===== src/rtl/operand_fetch.sv =====
// operand_fetch: the ID/EX boundary stage of an RV32I pipeline.
//
// Purpose:
//   - Drives the register file read addresses straight from decode.
//   - Resolves each source operand by bypass priority:
//     x0, then EX, then MEM, then WB, then the register file.
//   - Detects load-use hazards. On a hazard it stalls decode and
//     inserts a single bubble into EX.
//   - Registers the resolved operands and pass-through control into EX.
//   - Supports stall and flush.
//   - Counts inserted load-use bubbles in a saturating counter.
//
// Ports:
//   clk, reset                        clock; asynchronous active-high reset
//   id_*                              decoded instruction from ID
//   rf_rs1_addr/rf_rs2_addr (out)     register file read addresses (combinational)
//   rf_rs1_data/rf_rs2_data (in)      register file asynchronous read data
//   ex_alu_result                     EX result of the instruction held in ex_*
//   mem_fwd_we/rd/value               MEM-stage forwarding source
//   wb_we/wb_addr/wb_value            register file write port this cycle
//   ex_stall                          downstream holds EX
//   flush                             kill the EX-bound instruction
//   id_stall (out)                    decode/fetch must hold (combinational)
//   ex_* (out)                        registered instruction presented to EX
//   load_use_cnt (out)                saturating count of load-use bubbles

module operand_fetch #(
    parameter int unsigned CNT_W = 16
) (
    input  logic             clk,
    input  logic             reset,
    input  logic             id_valid,
    input  logic [4:0]       id_rs1_addr,
    input  logic [4:0]       id_rs2_addr,
    input  logic             id_uses_rs1,
    input  logic             id_uses_rs2,
    input  logic [4:0]       id_rd_addr,
    input  logic             id_rd_we,
    input  logic             id_is_load,
    input  logic [31:0]      id_imm,
    input  logic [31:0]      id_pc,
    input  logic [15:0]      id_ctrl,
    output logic [4:0]       rf_rs1_addr,
    output logic [4:0]       rf_rs2_addr,
    input  logic [31:0]      rf_rs1_data,
    input  logic [31:0]      rf_rs2_data,
    input  logic [31:0]      ex_alu_result,
    input  logic             mem_fwd_we,
    input  logic [4:0]       mem_fwd_rd,
    input  logic [31:0]      mem_fwd_value,
    input  logic             wb_we,
    input  logic [4:0]       wb_addr,
    input  logic [31:0]      wb_value,
    input  logic             ex_stall,
    input  logic             flush,
    output logic             id_stall,
    output logic             ex_valid,
    output logic [31:0]      ex_rs1_value,
    output logic [31:0]      ex_rs2_value,
    output logic [4:0]       ex_rd_addr,
    output logic             ex_rd_we,
    output logic             ex_is_load,
    output logic [31:0]      ex_imm,
    output logic [31:0]      ex_pc,
    output logic [15:0]      ex_ctrl,
    output logic [CNT_W-1:0] load_use_cnt
);

    logic             ex_valid_q;
    logic [31:0]      ex_rs1_value_q;
    logic [31:0]      ex_rs2_value_q;
    logic [4:0]       ex_rd_addr_q;
    logic             ex_rd_we_q;
    logic             ex_is_load_q;
    logic [31:0]      ex_imm_q;
    logic [31:0]      ex_pc_q;
    logic [15:0]      ex_ctrl_q;
    logic [CNT_W-1:0] cnt_q;
    logic [CNT_W-1:0] cnt_d;

    logic             ex_fwd_en;
    logic             load_use;
    logic [31:0]      rs1_res;
    logic [31:0]      rs2_res;

    // A load in EX has no data yet. Its rd is therefore never an
    // EX-bypass source; that dependency is covered by load_use.
    assign ex_fwd_en = ex_valid_q & ex_rd_we_q & ~ex_is_load_q;

    // Shared priority chain for both source operands.
    function automatic logic [31:0] resolve(
        input logic [4:0]  rs,
        input logic [31:0] rf_data,
        input logic        ex_en,
        input logic [4:0]  ex_rd,
        input logic [31:0] ex_value,
        input logic        mem_we,
        input logic [4:0]  mem_rd,
        input logic [31:0] mem_value,
        input logic        wbw,
        input logic [4:0]  wba,
        input logic [31:0] wbv
    );
        logic [31:0] r;
        if (rs == 5'd0)
            r = '0;
        else if (ex_en && ex_rd == rs)
            r = ex_value;
        else if (mem_we && mem_rd == rs)
            r = mem_value;
        // The register file updates only at the edge, so a same-cycle
        // write must be bypassed here.
        else if (wbw && wba == rs)
            r = wbv;
        else
            r = rf_data;
        return r;
    endfunction

    assign rf_rs1_addr = id_rs1_addr;
    assign rf_rs2_addr = id_rs2_addr;

    assign rs1_res = resolve(id_rs1_addr, rf_rs1_data, ex_fwd_en, ex_rd_addr_q, ex_alu_result,
                             mem_fwd_we, mem_fwd_rd, mem_fwd_value, wb_we, wb_addr, wb_value);
    assign rs2_res = resolve(id_rs2_addr, rf_rs2_data, ex_fwd_en, ex_rd_addr_q, ex_alu_result,
                             mem_fwd_we, mem_fwd_rd, mem_fwd_value, wb_we, wb_addr, wb_value);

    assign load_use = id_valid & ex_valid_q & ex_is_load_q & ex_rd_we_q & (ex_rd_addr_q != 5'd0) &
                      ((id_uses_rs1 & (id_rs1_addr == ex_rd_addr_q)) |
                       (id_uses_rs2 & (id_rs2_addr == ex_rd_addr_q)));

    // A flush squashes the dependent's producer path anyway, so decode
    // is free to move on even if a hazard is also present.
    assign id_stall = (load_use | ex_stall) & ~flush;

    assign cnt_d = (cnt_q == '1) ? cnt_q : cnt_q + CNT_W'(1);

    always_ff @(posedge clk or posedge reset) begin
        if (reset) begin
            ex_valid_q     <= 1'b0;
            ex_rs1_value_q <= '0;
            ex_rs2_value_q <= '0;
            ex_rd_addr_q   <= '0;
            ex_rd_we_q     <= 1'b0;
            ex_is_load_q   <= 1'b0;
            ex_imm_q       <= '0;
            ex_pc_q        <= '0;
            ex_ctrl_q      <= '0;
            cnt_q          <= '0;
        end else if (flush) begin
            ex_valid_q   <= 1'b0;
            ex_rd_we_q   <= 1'b0;
            ex_is_load_q <= 1'b0;
        end else if (!ex_stall) begin
            if (load_use) begin
                ex_valid_q   <= 1'b0;
                ex_rd_we_q   <= 1'b0;
                ex_is_load_q <= 1'b0;
                cnt_q        <= cnt_d;
            end else begin
                ex_valid_q     <= id_valid;
                ex_rs1_value_q <= rs1_res;
                ex_rs2_value_q <= rs2_res;
                ex_rd_addr_q   <= id_rd_addr;
                ex_rd_we_q     <= id_rd_we & id_valid;
                ex_is_load_q   <= id_is_load & id_valid;
                ex_imm_q       <= id_imm;
                ex_pc_q        <= id_pc;
                ex_ctrl_q      <= id_ctrl;
            end
        end
    end

    assign ex_valid     = ex_valid_q;
    assign ex_rs1_value = ex_rs1_value_q;
    assign ex_rs2_value = ex_rs2_value_q;
    assign ex_rd_addr   = ex_rd_addr_q;
    assign ex_rd_we     = ex_rd_we_q;
    assign ex_is_load   = ex_is_load_q;
    assign ex_imm       = ex_imm_q;
    assign ex_pc        = ex_pc_q;
    assign ex_ctrl      = ex_ctrl_q;
    assign load_use_cnt = cnt_q;

endmodule


===== config.mk =====
export PLATFORM = sky130hd
export DESIGN_NAME = operand_fetch
export DESIGN_NICKNAME = d
export VERILOG_FILES = /design/src/rtl/operand_fetch.sv
export SDC_FILE = /design/constraint.sdc
export NUM_CORES = 1
export LEC_CHECK = 0
export BUFFER_PORTS_ARGS = -buffer_cell sky130_fd_sc_hd__buf_2
export CORE_AREA = 2 2 175 177
export DETAILED_ROUTE_END_ITERATION = 10
export DIE_AREA = 0 0 177 179
export PLACE_DENSITY = 0.57
export SLEW_MARGIN = 20
export SYNTH_ARGS = -nofsm -noshare
export SYNTH_HDL_FRONTEND = slang
export SYNTH_SLANG_ARGS = --single-unit

===== constraint.sdc =====
create_clock -name clk -period 5.7 [get_ports clk]
set_input_delay 1.14 -clock clk [delete_from_list [all_inputs] [get_ports clk]]
set_output_delay 1.14 -clock clk [all_outputs]
set_load 0.03 [all_outputs]

==> results.py <==
metrics = {
    "die": {
        "dieHeight_um": 179,
        "rows": 64,
        "fp.dieArea_mm2": 0.03168,
        "start_util_pct": 31.19,
        "ios": 455,
        "core_area_mm2": 0.03003,
        "die_x_um": 177,
    },
    "sta": {
        "relSlewSlack_pct": 36.18,
        "drv_slew": 0,
        "finClkSkew_ns": 0.01110,
        "max_freq_mhz": 279.0,
        "rsz0062_at_grt": "false",
        "period_share_pct": 62.88,
        "worst_slew_pin_slew_ns": 0.9573,
        "hold_viol": 0,
        "final.min_clock_period_ns": 3.584,
        "setup_viol": 0,
        "fin_setup_tns_ns": 0,
    },
    "yosys": {
        "ys_warn_count": 0,
        "synth.avg_cell_area_um2": 9.817,
        "synth_edf_count": 0,
        "async_reset_ff_share_pct": 100.0,
        "synthCells": 954,
        "ys_seq_elements": 168,
        "synth_nets": 1231,
        "syn_area_mm2": 0.009365,
        "synthFlopType": "dfrtp_1",
        "synth-seq-area-share_pct": 44.89,
        "ys_types": 40,
    },
    "clock_network": {
        "clock_latency_ns": 0.44,
        "clk_pin_slew_ns": 0.07,
        "cts_sinks": 168,
        "ctsResizeCount": 0,
        "cts_tree": "built",
        "htreeDepth": 4,
        "hold_buffers": 0,
        "numCtsBuffers": 17,
        "postCtsSetupBuffers": 0,
        "cts-root-buf": "clkbuf_16",
        "clock_path_buffers": 2,
    },
    "setup_path": {
        "path_cells": "buf_2 -> xor2_1 -> nor3_1 -> and3_2 -> nor3_1 -> nor2_1 -> buf_2",
        "critical_path.slowest_cell": "nor3_1",
        "critPathMaxFanout": 5,
        "worstSetupPathType": "input port to primary output",
        "cp-end-kind": "primary output",
        "crit_required_ns": 4.56,
        "critical_path_arrival_ns": 2.44,
        "worstSetupStartpointType": "input port",
        "critical_path.max_stage_delay_ns": 0.41,
    },
    "routing": {
        "ant_nets": 0,
        "drc_errors": 0,
        "drtIter0Drc": 756,
        "dr.pass1.iters": 5,
        "wl_per_cell_um": 22.45,
        "routed_wl_um": 39330,
        "vias_per_cell": 5.572,
        "vias": 9763,
    },
    "global_route": {
        "grt_pass1_vias": 9768,
        "grtUsageMet2_pct": 41.93,
        "grt_overflow": 0,
        "grt_usage_pct": 24.06,
        "antenna_found_initial": 11,
        "use_met3_pct": 6.128,
        "grt_max_degree": 169,
        "met1_usage_pct": 28.01,
        "grt_pass1_wl_um": 57510,
        "busiest_layer": "met2",
    },
    "outcome": {
        "status": "finished clean",
    },
    "power": {
        "p_per_area_mw_per_mm2": 289.0,
        "leakagePower_nw": 5.609,
        "peakVddDrop_uv": 192.7,
    },
    "cells_and_area": {
        "final_nets": 1612,
        "num-fill-cells": 3088,
        "syn_to_final_growth_pct": 33.56,
        "multiInputGateArea_mm2": 0.004738,
        "seqCellArea_mm2": 0.004204,
        "drive_gt1_share_pct": 43.99,
        "finalNonFillerCells": 1752,
    },
    "placement": {
        "dp.cells": 1712,
        "numPortBuffers": 454,
        "hpwl_um": 26590,
        "gp_congestion": 0.8863,
    },
    "job": {
        "cap_violations": 0,
    },
    "min_path": {
        "hold_path_class": "register to register",
    },
}
[synthesized netlist by cell type (3+ instances only)]
library cell  count  area share (%)
and3_1            4            0.27
nand3_1          75             4.0
buf_4            13             1.0
o31ai_1          64             5.1
o311ai_0         64             6.0
dfrtp_1         168              45
o21ai_0           3            0.16
or2_2             4            0.27
and4_1            3            0.28
nor4_1            3            0.20
a211oi_1         69             5.5
xor2_1           24             2.2
and2_1            5            0.33
nor2_1          134             5.4
buf_1            13            0.52
or4_1             3            0.24
mux2_2           69             8.3
a2111oi_0         5            0.47
buf_2             7            0.37
nand4_1          69             4.6
xnor2_1          21             2.0
mux2_1           17             2.0
nand2_1          14            0.56
nor3_1            4            0.21
clkbuf_1         79             3.2
[worst max-delay path: cells and delay by family]
family / cells / cell delay [ns]
xor+xnor: 1 / 0.15
simple gates: 4 / 0.80
buf+inv: 2 / 0.35
[flip-flops by register name (all words and copies together), names as in the netlist]
signal,cells
ex_rd_addr,5
ex_is_load,1
ex_imm,32
load_use_cnt,16
ex_rs2_value,32
ex_ctrl,16
ex_rs1_value,32
ex_pc,32
ex_rd_we,1
ex_valid,1
[kinds of logic after synthesis]
logic type / share of synthesized area, %
xor gates and xnor gates: 4.208
DFF: 44.89
adders and majority gates: 0.1336
buffers and inverters: 5.143
and+or+nand+nor: 16.97
muxes: 10.34
AOI/OAI and AO/OA: 18.32
[worst paths after layout]
kind	startpoint	end	slack, ns	cells past startpoint
worst max-delay path	id_rs1_addr[4]	id_stall	2.12	7
worst min-delay path	ex_ctrl[8]	ex_ctrl[8]	0.48	1
worst max register to register	ex_rd_addr[1]	ex_ctrl[15]	2.50	7
worst min register to register	ex_ctrl[8]	ex_ctrl[8]	0.48	1
max in group asynchronous	reset	ex_ctrl[3]	4.03	3
min in group asynchronous	reset	ex_rs1_value[21]	0.97	3
[area by class of cell]
type | count | area share, %
clock inverter | 14 | 1.240
antenna | 8 | 0.1600
tap | 396 | 3.961
clock buffer | 18 | 3.511
timing repair buffer | 474 | 19.57
inverter | 1 | 0.07002
sequential | 168 | 33.61
multi-input combinational | 673 | 37.88
[metrics by stage]
stage | setup slack [ns] | hold slack [ns] | instance area [um^2] | util, % | total power [mW]
6_report | 2.116 | 0.4848 | 12510 | 41.65 | 3.614
5_1_grt | 1.973 | 0.5027 | 12510 | 41.65 | 3.781
4_1_cts | 2.108 | 0.4863 | 12490 | 41.59 | 3.660
3_5_place_dp | 1.970 | 0.4694 | 11890 | 39.61 | 2.463
3_3_place_gp | 1.965 | 0.4617 | 11890 | 39.61 | 2.450
2_1_floorplan | 0.01327 | 0.6749 | 9365 | - | 2.059
[where the power goes]
part	internal (mW)	switching, mW	leakage, nW
Combinational	0.343	0.656	3.26
Clock	0.599	0.580	0.291
Sequential	1.35	0.0903	2.06
[cells in the final DEF (no fill, tap or decap), drive strengths merged, types with 4 or more instances in the layout]
cell     Yosys  final
a2111oi      5      5
a211oi      69     69
and2         5      5
and3         4      4
buf         33    474
clkbuf      79     18
clkinv       0      8
dfrtp      168    168
diode        0      8
inv          1      7
mux2        86     86
nand2       14     14
nand3       75     75
nand4       69     69
nor2       134    134
nor3         5      5
o311ai      64     64
o31ai       64     64
or2          4      4
xnor2       21     21
xor2        24     24
[layer usage]
metal / vias to the layer above / routed length (um)
met5: - / 0
met3: 72 / 3476
met4: 0 / 1069
met1: 4751 / 15150
met2: 533 / 19640
li1: 4407 / -
No activity file was read; power rests on OpenSTA's default activity.
